--- config.mk ---
export PLATFORM = sky130hd
export DESIGN_NAME = mem_arbiter_flat
export DESIGN_NICKNAME = d
export VERILOG_FILES = /design/src/rtl/mem_arbiter_pkg.sv /design/src/rtl/mem_arbiter_if.sv /design/src/rtl/mem_arb_fill_ctr.sv /design/src/rtl/mem_arbiter.sv /design/src/flat_wrapper.sv
export SDC_FILE = /design/constraint.sdc
export NUM_CORES = 1
export LEC_CHECK = 0
export ABC_AREA = 1
export BUFFER_PORTS_ARGS = -buffer_cell sky130_fd_sc_hd__buf_2
export CORE_ASPECT_RATIO = 1.2
export CORE_UTILIZATION = 44
export DETAILED_ROUTE_END_ITERATION = 12
export GPL_ROUTABILITY_DRIVEN = 1
export PLACE_DENSITY = 0.8
export SLEW_MARGIN = 5
export SYNTH_ARGS = -nofsm -noshare
export SYNTH_HDL_FRONTEND = slang
export SYNTH_SLANG_ARGS = --single-unit
--- constraint.sdc ---
create_clock -name clk -period 1.95 [get_ports clk]
set_clock_uncertainty 0.05 [all_clocks]
set_input_delay 0.195 -clock clk [delete_from_list [all_inputs] [get_ports clk]]
set_output_delay 0.195 -clock clk [all_outputs]
set_load 0.03 [all_outputs]
--- src/rtl/mem_arbiter_pkg.sv ---
// Shared types and defaults for the unified-memory arbiter: FSM state
// encodings, owner encodings, default geometry and the round-robin pick.
package mem_arbiter_pkg;

   localparam int DEF_ADDR_W = 16;
   localparam int DEF_DATA_W = 16;
   localparam int DEF_WORDS  = 8;
   localparam int DEF_WB     = $clog2(DEF_WORDS);

   typedef enum logic [1:0] {
      ST_IDLE  = 2'd0,
      ST_FILL  = 2'd1,
      ST_WRITE = 2'd2,
      ST_DONE  = 2'd3
   } arb_state_e;

   typedef enum logic {
      OWN_I = 1'b0,
      OWN_D = 1'b1
   } owner_e;

   // Round-robin pick: on a tie the requester that did not go last wins,
   // otherwise whichever one is asking.
   function automatic owner_e pick_owner(input logic i_req, input logic d_req,
                                         input owner_e last_owner);
      if (i_req && d_req)
         return (last_owner == OWN_I) ? OWN_D : OWN_I;
      else if (d_req)
         return OWN_D;
      else
         return OWN_I;
   endfunction

endpackage

--- src/rtl/mem_arbiter_if.sv ---
// Bundle of the cache-side handshakes and the memory-side bus around the
// arbiter. The arbiter uses the slave view; caches and memory use master.
interface mem_arbiter_if
   import mem_arbiter_pkg::*;
#(
   parameter int ADDR_W = DEF_ADDR_W,
   parameter int DATA_W = DEF_DATA_W,
   parameter int WORDS  = DEF_WORDS
) ();
   localparam int WB = $clog2(WORDS);

   // I-cache fill port
   logic              i_req;
   logic [ADDR_W-1:0] i_addr;
   logic              i_gnt;
   logic              i_rvalid;
   logic [WB-1:0]     i_rword;
   logic [DATA_W-1:0] i_rdata;
   logic              i_done;

   // D-cache fill / write port
   logic              d_req;
   logic              d_we;
   logic [ADDR_W-1:0] d_addr;
   logic [DATA_W-1:0] d_wdata;
   logic              d_gnt;
   logic              d_rvalid;
   logic [WB-1:0]     d_rword;
   logic [DATA_W-1:0] d_rdata;
   logic              d_done;

   // Memory bus
   logic              mem_en;
   logic              mem_wr;
   logic [ADDR_W-1:0] mem_addr;
   logic [DATA_W-1:0] mem_wdata;
   logic [DATA_W-1:0] mem_rdata;
   logic              mem_rvalid;

   modport slave (
      input  i_req, i_addr, d_req, d_we, d_addr, d_wdata, mem_rdata, mem_rvalid,
      output i_gnt, i_rvalid, i_rword, i_rdata, i_done,
             d_gnt, d_rvalid, d_rword, d_rdata, d_done,
             mem_en, mem_wr, mem_addr, mem_wdata
   );

   modport master (
      output i_req, i_addr, d_req, d_we, d_addr, d_wdata, mem_rdata, mem_rvalid,
      input  i_gnt, i_rvalid, i_rword, i_rdata, i_done,
             d_gnt, d_rvalid, d_rword, d_rdata, d_done,
             mem_en, mem_wr, mem_addr, mem_wdata
   );
endinterface

--- src/rtl/mem_arb_fill_ctr.sv ---
// Issue and receive counters for one block fill. Both are one bit wider
// than the word index so "all issued" is just the top bit; they clear
// together when a fill starts.
module mem_arb_fill_ctr
   import mem_arbiter_pkg::*;
#(
   parameter int WORDS = DEF_WORDS,
   localparam int WB   = $clog2(WORDS)
) (
   input  logic          clk,
   input  logic          rst,
   input  logic          start,      // entering FILL: clear both counters
   input  logic          issue_en,   // in FILL: advance issue while words remain
   input  logic          recv_en,    // a memory word for the owner arrived
   output logic [WB-1:0] ic_idx,
   output logic [WB-1:0] rc_idx,
   output logic          ic_live,    // more addresses to issue
   output logic          last_word   // next arriving word is the final one
);
   localparam logic [WB:0] CNT_ONE  = (WB+1)'(1);
   localparam logic [WB:0] CNT_LAST = (WB+1)'(WORDS - 1);

   logic [WB:0] ic_q, ic_d;
   logic [WB:0] rc_q, rc_d;

   assign ic_live   = ~ic_q[WB];
   assign last_word = (rc_q == CNT_LAST);
   assign ic_idx    = ic_q[WB-1:0];
   assign rc_idx    = rc_q[WB-1:0];

   // Next-count logic: clear on start, else step independently.
   always_comb begin
      ic_d = ic_q;
      rc_d = rc_q;
      if (start) begin
         ic_d = '0;
         rc_d = '0;
      end else begin
         if (issue_en && ic_live)
            ic_d = ic_q + CNT_ONE;
         if (recv_en && !rc_q[WB])
            rc_d = rc_q + CNT_ONE;
      end
   end

   // Counter registers.
   always_ff @(posedge clk or posedge rst) begin
      if (rst) begin
         ic_q <= '0;
         rc_q <= '0;
      end else begin
         ic_q <= ic_d;
         rc_q <= rc_d;
      end
   end

endmodule

--- src/rtl/mem_arbiter.sv ---
// Shares the single-ported main memory between I-cache fills and D-cache
// fills/writes. Round-robin on ties, pipelined 8-word fills with one address
// per cycle, and return data routed to the current owner with its word index.
module mem_arbiter
   import mem_arbiter_pkg::*;
#(
   parameter int ADDR_W = DEF_ADDR_W,
   parameter int DATA_W = DEF_DATA_W,
   parameter int WORDS  = DEF_WORDS
) (
   input logic          clk,
   input logic          rst,
   mem_arbiter_if.slave bus
);
   localparam int WB = $clog2(WORDS);

   arb_state_e        state_q, state_d;
   owner_e            owner_q, owner_d;
   owner_e            last_owner_q, last_owner_d;
   owner_e            grant_own;
   logic [ADDR_W-1:0] base_q, base_d;
   logic [DATA_W-1:0] wdata_q, wdata_d;
   logic              i_gnt_q, i_gnt_d, d_gnt_q, d_gnt_d;
   logic              i_done_q, i_done_d, d_done_q, d_done_d;

   logic              fill_start;
   logic              in_fill, in_write, fill_issue, recv;
   logic              ic_live, last_word;
   logic [WB-1:0]     ic_idx, rc_idx;

   assign in_fill    = (state_q == ST_FILL);
   assign in_write   = (state_q == ST_WRITE);
   assign fill_issue = in_fill && ic_live;
   // Returns outside FILL (including stale ones after a reset) are dropped.
   assign recv       = in_fill && bus.mem_rvalid;

   mem_arb_fill_ctr #(.WORDS(WORDS)) u_ctr (
      .clk       (clk),
      .rst       (rst),
      .start     (fill_start),
      .issue_en  (in_fill),
      .recv_en   (recv),
      .ic_idx    (ic_idx),
      .rc_idx    (rc_idx),
      .ic_live   (ic_live),
      .last_word (last_word)
   );

   // Arbitration and sequencing: next state, capture on grant, gnt/done pulses.
   always_comb begin
      state_d      = state_q;
      owner_d      = owner_q;
      last_owner_d = last_owner_q;
      base_d       = base_q;
      wdata_d      = wdata_q;
      i_gnt_d      = 1'b0;
      d_gnt_d      = 1'b0;
      i_done_d     = 1'b0;
      d_done_d     = 1'b0;
      fill_start   = 1'b0;
      grant_own    = pick_owner(bus.i_req, bus.d_req, last_owner_q);
      case (state_q)
         ST_IDLE: begin
            if (bus.i_req || bus.d_req) begin
               owner_d      = grant_own;
               last_owner_d = grant_own;
               if (grant_own == OWN_D) begin
                  base_d  = bus.d_addr;
                  wdata_d = bus.d_wdata;
                  d_gnt_d = 1'b1;
                  if (bus.d_we) begin
                     state_d = ST_WRITE;
                  end else begin
                     state_d    = ST_FILL;
                     fill_start = 1'b1;
                  end
               end else begin
                  base_d     = bus.i_addr;
                  i_gnt_d    = 1'b1;
                  state_d    = ST_FILL;
                  fill_start = 1'b1;
               end
            end
         end
         ST_FILL: begin
            if (recv && last_word) begin
               state_d  = ST_DONE;
               i_done_d = (owner_q == OWN_I);
               d_done_d = (owner_q == OWN_D);
            end
         end
         ST_WRITE: begin
            state_d  = ST_DONE;
            i_done_d = (owner_q == OWN_I);
            d_done_d = (owner_q == OWN_D);
         end
         default: begin
            // DONE: one cycle, requests ignored.
            state_d = ST_IDLE;
         end
      endcase
   end

   // FSM state, captured request and registered handshake pulses.
   always_ff @(posedge clk or posedge rst) begin
      if (rst) begin
         state_q      <= ST_IDLE;
         owner_q      <= OWN_I;
         last_owner_q <= OWN_I;
         base_q       <= '0;
         wdata_q      <= '0;
         i_gnt_q      <= 1'b0;
         d_gnt_q      <= 1'b0;
         i_done_q     <= 1'b0;
         d_done_q     <= 1'b0;
      end else begin
         state_q      <= state_d;
         owner_q      <= owner_d;
         last_owner_q <= last_owner_d;
         base_q       <= base_d;
         wdata_q      <= wdata_d;
         i_gnt_q      <= i_gnt_d;
         d_gnt_q      <= d_gnt_d;
         i_done_q     <= i_done_d;
         d_done_q     <= d_done_d;
      end
   end

   // Memory bus: fill reads walk the block from word 0, a write is one beat.
   // Address and data are forced to zero when no access is issued.
   assign bus.mem_en    = fill_issue || in_write;
   assign bus.mem_wr    = in_write;
   assign bus.mem_addr  = in_write   ? base_q :
                          fill_issue ? {base_q[ADDR_W-1:WB], ic_idx} : '0;
   assign bus.mem_wdata = in_write ? wdata_q : '0;

   // Return routing: only the owner sees data; everything else reads zero.
   assign bus.i_gnt    = i_gnt_q;
   assign bus.d_gnt    = d_gnt_q;
   assign bus.i_done   = i_done_q;
   assign bus.d_done   = d_done_q;
   assign bus.i_rvalid = recv && (owner_q == OWN_I);
   assign bus.d_rvalid = recv && (owner_q == OWN_D);
   assign bus.i_rword  = bus.i_rvalid ? rc_idx : '0;
   assign bus.d_rword  = bus.d_rvalid ? rc_idx : '0;
   assign bus.i_rdata  = bus.i_rvalid ? bus.mem_rdata : '0;
   assign bus.d_rdata  = bus.d_rvalid ? bus.mem_rdata : '0;

endmodule

--- src/flat_wrapper.sv ---
// flat-port wrapper written by rule: the top's interface ports become plain ports
module mem_arbiter_flat import mem_arbiter_pkg::*;
#(
   parameter int ADDR_W = DEF_ADDR_W,
   parameter int DATA_W = DEF_DATA_W,
   parameter int WORDS  = DEF_WORDS
)
  (clk, rst, bus_i_req, bus_i_addr, bus_d_req, bus_d_we, bus_d_addr, bus_d_wdata, bus_mem_rdata, bus_mem_rvalid, bus_i_gnt, bus_i_rvalid, bus_i_rword, bus_i_rdata, bus_i_done, bus_d_gnt, bus_d_rvalid, bus_d_rword, bus_d_rdata, bus_d_done, bus_mem_en, bus_mem_wr, bus_mem_addr, bus_mem_wdata);
  mem_arbiter_if #(.ADDR_W(ADDR_W), .DATA_W(DATA_W), .WORDS(WORDS)) bus_i ();
  input logic clk;
  input logic rst;
  input wire logic [$bits(bus_i.i_req)-1:0] bus_i_req;
  input wire logic [$bits(bus_i.i_addr)-1:0] bus_i_addr;
  input wire logic [$bits(bus_i.d_req)-1:0] bus_d_req;
  input wire logic [$bits(bus_i.d_we)-1:0] bus_d_we;
  input wire logic [$bits(bus_i.d_addr)-1:0] bus_d_addr;
  input wire logic [$bits(bus_i.d_wdata)-1:0] bus_d_wdata;
  input wire logic [$bits(bus_i.mem_rdata)-1:0] bus_mem_rdata;
  input wire logic [$bits(bus_i.mem_rvalid)-1:0] bus_mem_rvalid;
  output wire logic [$bits(bus_i.i_gnt)-1:0] bus_i_gnt;
  output wire logic [$bits(bus_i.i_rvalid)-1:0] bus_i_rvalid;
  output wire logic [$bits(bus_i.i_rword)-1:0] bus_i_rword;
  output wire logic [$bits(bus_i.i_rdata)-1:0] bus_i_rdata;
  output wire logic [$bits(bus_i.i_done)-1:0] bus_i_done;
  output wire logic [$bits(bus_i.d_gnt)-1:0] bus_d_gnt;
  output wire logic [$bits(bus_i.d_rvalid)-1:0] bus_d_rvalid;
  output wire logic [$bits(bus_i.d_rword)-1:0] bus_d_rword;
  output wire logic [$bits(bus_i.d_rdata)-1:0] bus_d_rdata;
  output wire logic [$bits(bus_i.d_done)-1:0] bus_d_done;
  output wire logic [$bits(bus_i.mem_en)-1:0] bus_mem_en;
  output wire logic [$bits(bus_i.mem_wr)-1:0] bus_mem_wr;
  output wire logic [$bits(bus_i.mem_addr)-1:0] bus_mem_addr;
  output wire logic [$bits(bus_i.mem_wdata)-1:0] bus_mem_wdata;
  assign bus_i.i_req = bus_i_req;
  assign bus_i.i_addr = bus_i_addr;
  assign bus_i.d_req = bus_d_req;
  assign bus_i.d_we = bus_d_we;
  assign bus_i.d_addr = bus_d_addr;
  assign bus_i.d_wdata = bus_d_wdata;
  assign bus_i.mem_rdata = bus_mem_rdata;
  assign bus_i.mem_rvalid = bus_mem_rvalid;
  assign bus_i_gnt = bus_i.i_gnt;
  assign bus_i_rvalid = bus_i.i_rvalid;
  assign bus_i_rword = bus_i.i_rword;
  assign bus_i_rdata = bus_i.i_rdata;
  assign bus_i_done = bus_i.i_done;
  assign bus_d_gnt = bus_i.d_gnt;
  assign bus_d_rvalid = bus_i.d_rvalid;
  assign bus_d_rword = bus_i.d_rword;
  assign bus_d_rdata = bus_i.d_rdata;
  assign bus_d_done = bus_i.d_done;
  assign bus_mem_en = bus_i.mem_en;
  assign bus_mem_wr = bus_i.mem_wr;
  assign bus_mem_addr = bus_i.mem_addr;
  assign bus_mem_wdata = bus_i.mem_wdata;
  mem_arbiter #(.ADDR_W(ADDR_W), .DATA_W(DATA_W), .WORDS(WORDS)) u_core (.clk(clk), .rst(rst), .bus(bus_i));
endmodule
==> flow_summary.toml <==
[critical_path]
worst_setup_path_end_kind = "primary output"
critical_path_required_ps = 1700
startpoint_type = "register"
worst-setup-path-type = "register to primary output"
worst-r2r-cell-count = 7
cp_cell_sequence = "inv_2 -> ha_4 -> nand2_2 -> nor2_2 -> inv_4 -> nor2_1 -> buf_4"
timing.critical_path.slowest_cell_delay_ps = 430
reg2reg_setup_slack_ps = 200
path_depth = 7
crit-reg2reg-launch = "u_core.state_q[0]"
path_buf_inv = 3
critPathTopFamily = "flip-flops"
cp-startpoint = "u_core.state_q[1]"
endpoint = "bus_d_rdata[15]"
worst_path_max_delay_cell = "dfrtp_2"
worst-endpoint-arrival_ps = 1680
rr_endpoint = "u_core.base_q[9]"
crit_fanout = 18

[cts]
h_tree_level_count = 2
clock_tree.root_cell = "clkbuf_8"
worstSkewPairLatency_ps = 290
numCtsBuffers = 5
clkTransAtPathRegs_ps = 80
cts_tree = "done"
cts_sinks = 47
cts-root-to-sink-buffers = 2

[timing]
tightest_slew_ps = 626.7
timing.max_slew.rel_slack = 0.5816
fin_crit_sh = 0.9856
clock.fmax_mhz = 520.3
rsz0062_at_grt = "true"
fin_tns_setup_ps = 0
drv_slew = 0
finalWorstPathRequiredPeriod_ps = 1922
timing_hold_violations_final = 0
setup_viol = 0

[final_layout]
synthToLayoutAreaGrowth_pct = 41.05
number_of_inserted_diodes = 0
finish.net_count = 602
final_layout_size_suffix_gt1_frac = 0.3574
final_design_area_no_fill_mm2 = 0.003697

[floorplanning]
dieHeight_um = 86.55
rows = 30
core_area_mm2 = 0.005705
boundaryPins = 148
die_outline_area_mm2 = 0.006271
die_width_um = 72.46
initial_core_util = 0.4594

[synthesis]
number_of_synthesized_register_bits = 47
synth_enable_flop_cells = 0
synth_area_per_cell_um2 = 7.028
ys_seq_area_frac = 0.4487
synth_mux_area_frac = 0
synthTopCellsByArea = "dfrtp_1 (45%), nand2_1 (14%), nor2_1 (12%)"
synth.top_cells.by_count = "nand2_1 (95), nor2_1 (81), inv_1 (69)"
async_flop_share = 1.000
synthSimpleGateAreaFrac = 0.2893
netlist_area_mm2 = 0.002621
synth_fa_ha_area_frac = 0.02864
synth_xor_area_frac = 0.003341
synth_area_in_compound_gates = 0.08878
yosys.area.top_type = "dfrtp_1"
synth_most_common_cell = "nand2_1"
synthDominantCellAreaShare = 0.4487
yosys_warnings = 0
synth_top_family_by_area = "simple AND/OR/NAND/NOR gates"
top_ff_cell_synth = "dfrtp_1"
synth_cells = 373
synth.distinct_cells = 23
synthesized_netlist_net_count = 449

[hold_path]
timing.hold.worst.class = "primary input to register"

[pwr]
leakagePower_nw = 2.327
max-vdd-ir-drop_v = 0.0007143
power.density_mw_per_mm2 = 1495

[global_route]
gr_ovfl_total = 0
grt_pass1_wl_um = 10850
grt_pass1_vias = 2545
grt_antenna_before_repair = 0
largest_net_degree_at_the_start_of_global_routing = 32
global_route.usage.total = 0.2248

[routing]
drt-initial-drc-count = 73
detail_route.vias_per_cell = 4.616
route.detailed.drc = 0
detailroute.via_count = 2797
finalWirelength_um = 7069
antenna_left = 0
post_drt_wl_per_cell_um = 11.67
first_drt_pass_iteration_count = 6

[place]
gp_congestion = 0.8252
detailedPlacementHpwl_um = 5228
port_buffers = 147
placement.cell_area_mm2 = 0.003425

[run]
maxCapViolations = 0

[status]
status = "finished, final reports clean"
state kept, by name, summed over array words and instances (netlist names):
name	count
u_core.wdata_q	16
u_core.bus.d_gnt	1
u_core.owner_q	1
u_core.u_ctr.rc_q	4
u_core.bus.i_gnt	1
u_core.bus.i_done	1
u_core.u_ctr.ic_q	4
u_core.state_q	2
u_core.bus.d_done	1
u_core.base_q	16
cell families after synthesis:
logic type | count (synthesis)
and+or+nand+nor | 190
buffers and inverters | 86
adders and majority gates | 6
DFF | 47
xor gates and xnor gates | 1
AOI/OAI and AO/OA | 43
final cells by class:
| type | instances | area [um^2] |
|---|---|---|
| Clock buffer | 6 | 82.58 |
| Clock inverter | 1 | 5.005 |
| Fill cell | 533 | 2008 |
| Inverter | 74 | 287.8 |
| Multi-Input combinational cell | 240 | 1115 |
| Sequential cell | 47 | 1179 |
| Tap cell | 80 | 100.1 |
| Timing Repair Buffer | 158 | 928.4 |
metrics by stage:
step	setup slack (ps)	util	total power, W	std cells	hold slack [ps]
3_3_place_gp	191.5	0.6002	0.004541	593	259.1
2_1_floorplan	-102.2	-	0.003852	373	254.6
5_1_grt	-77.81	0.6480	0.005941	606	39.39
4_1_cts	0.2121	0.6270	0.005361	602	35.46
6_report	28.03	0.6480	0.005529	606	43.37
3_5_place_dp	87.29	0.6002	0.004638	593	259.4
how the worst min path moves through the flow:
stage,startpoint,to,slack (ps),depth (start not counted)
floorplan,bus_d_wdata[0],u_core.wdata_q[0],250,2
global placement,rst,u_core.base_q[11],260,2
detailed placement,rst,u_core.base_q[12],260,2
CTS,bus_d_wdata[6],u_core.wdata_q[6],40,3
global route,bus_d_wdata[10],u_core.wdata_q[10],40,3
finish,bus_d_wdata[6],u_core.wdata_q[6],40,3
worst register-to-register path, stage by stage (launching register included):
cell,delay (ps)
dfrtp_2,450
inv_1,140
ha_1,320
inv_2,90
nor2_4,200
buf_12,180
o21ai_0,100
o22ai_1,140
per-layer routing:
metal / up-vias / wire length, um / global-route usage
li1: 1416 / - / -
met1: 1269 / 2778 / 0.2523
met2: 103 / 3747 / 0.4146
met3: 9 / 432 / 0.03953
met4: 0 / 110 / 0.09269
met5: - / 0 / 0
repair_timing:
action	4_1_cts	5_1_grt
pin swaps	0	0
setup endpoints to repair	54	61
gates resized for setup	20	38
hold buffers	1	0
buffers inserted	0	3
hold endpoints to repair	29	0
cloned	1	1
report_power, final:
| group | internal (W) | leakage [nW] | switching [W] |
|---|---|---|---|
| combinational | 0.00113 | 1.69 | 0.00219 |
| clock | 0.000278 | 0.0470 | 0.000302 |
| sequential | 0.00140 | 0.590 | 0.000229 |
| total | 0.00281 | 2.33 | 0.00272 |
cells in the final DEF (no fill, tap or decap), types with 2 or more instances in the layout:
master,Yosys,final
inv_1,69,66
clkbuf_4,0,22
nor2_2,0,5
nor3_1,2,2
dfrtp_2,0,2
nor2_1,81,76
o21ai_0,25,23
nand2_1,95,94
dfrtp_1,47,45
buf_4,4,20
a21oi_1,3,3
clkbuf_8,0,6
o21ai_1,1,3
nand2_4,2,2
inv_4,2,4
o22ai_1,14,14
nand3_1,5,5
inv_2,3,4
buf_6,3,2
buf_2,4,112
nand2_2,2,3
ha_4,0,2
ha_1,6,4
Note: power is estimated with default switching activity, not from simulation.
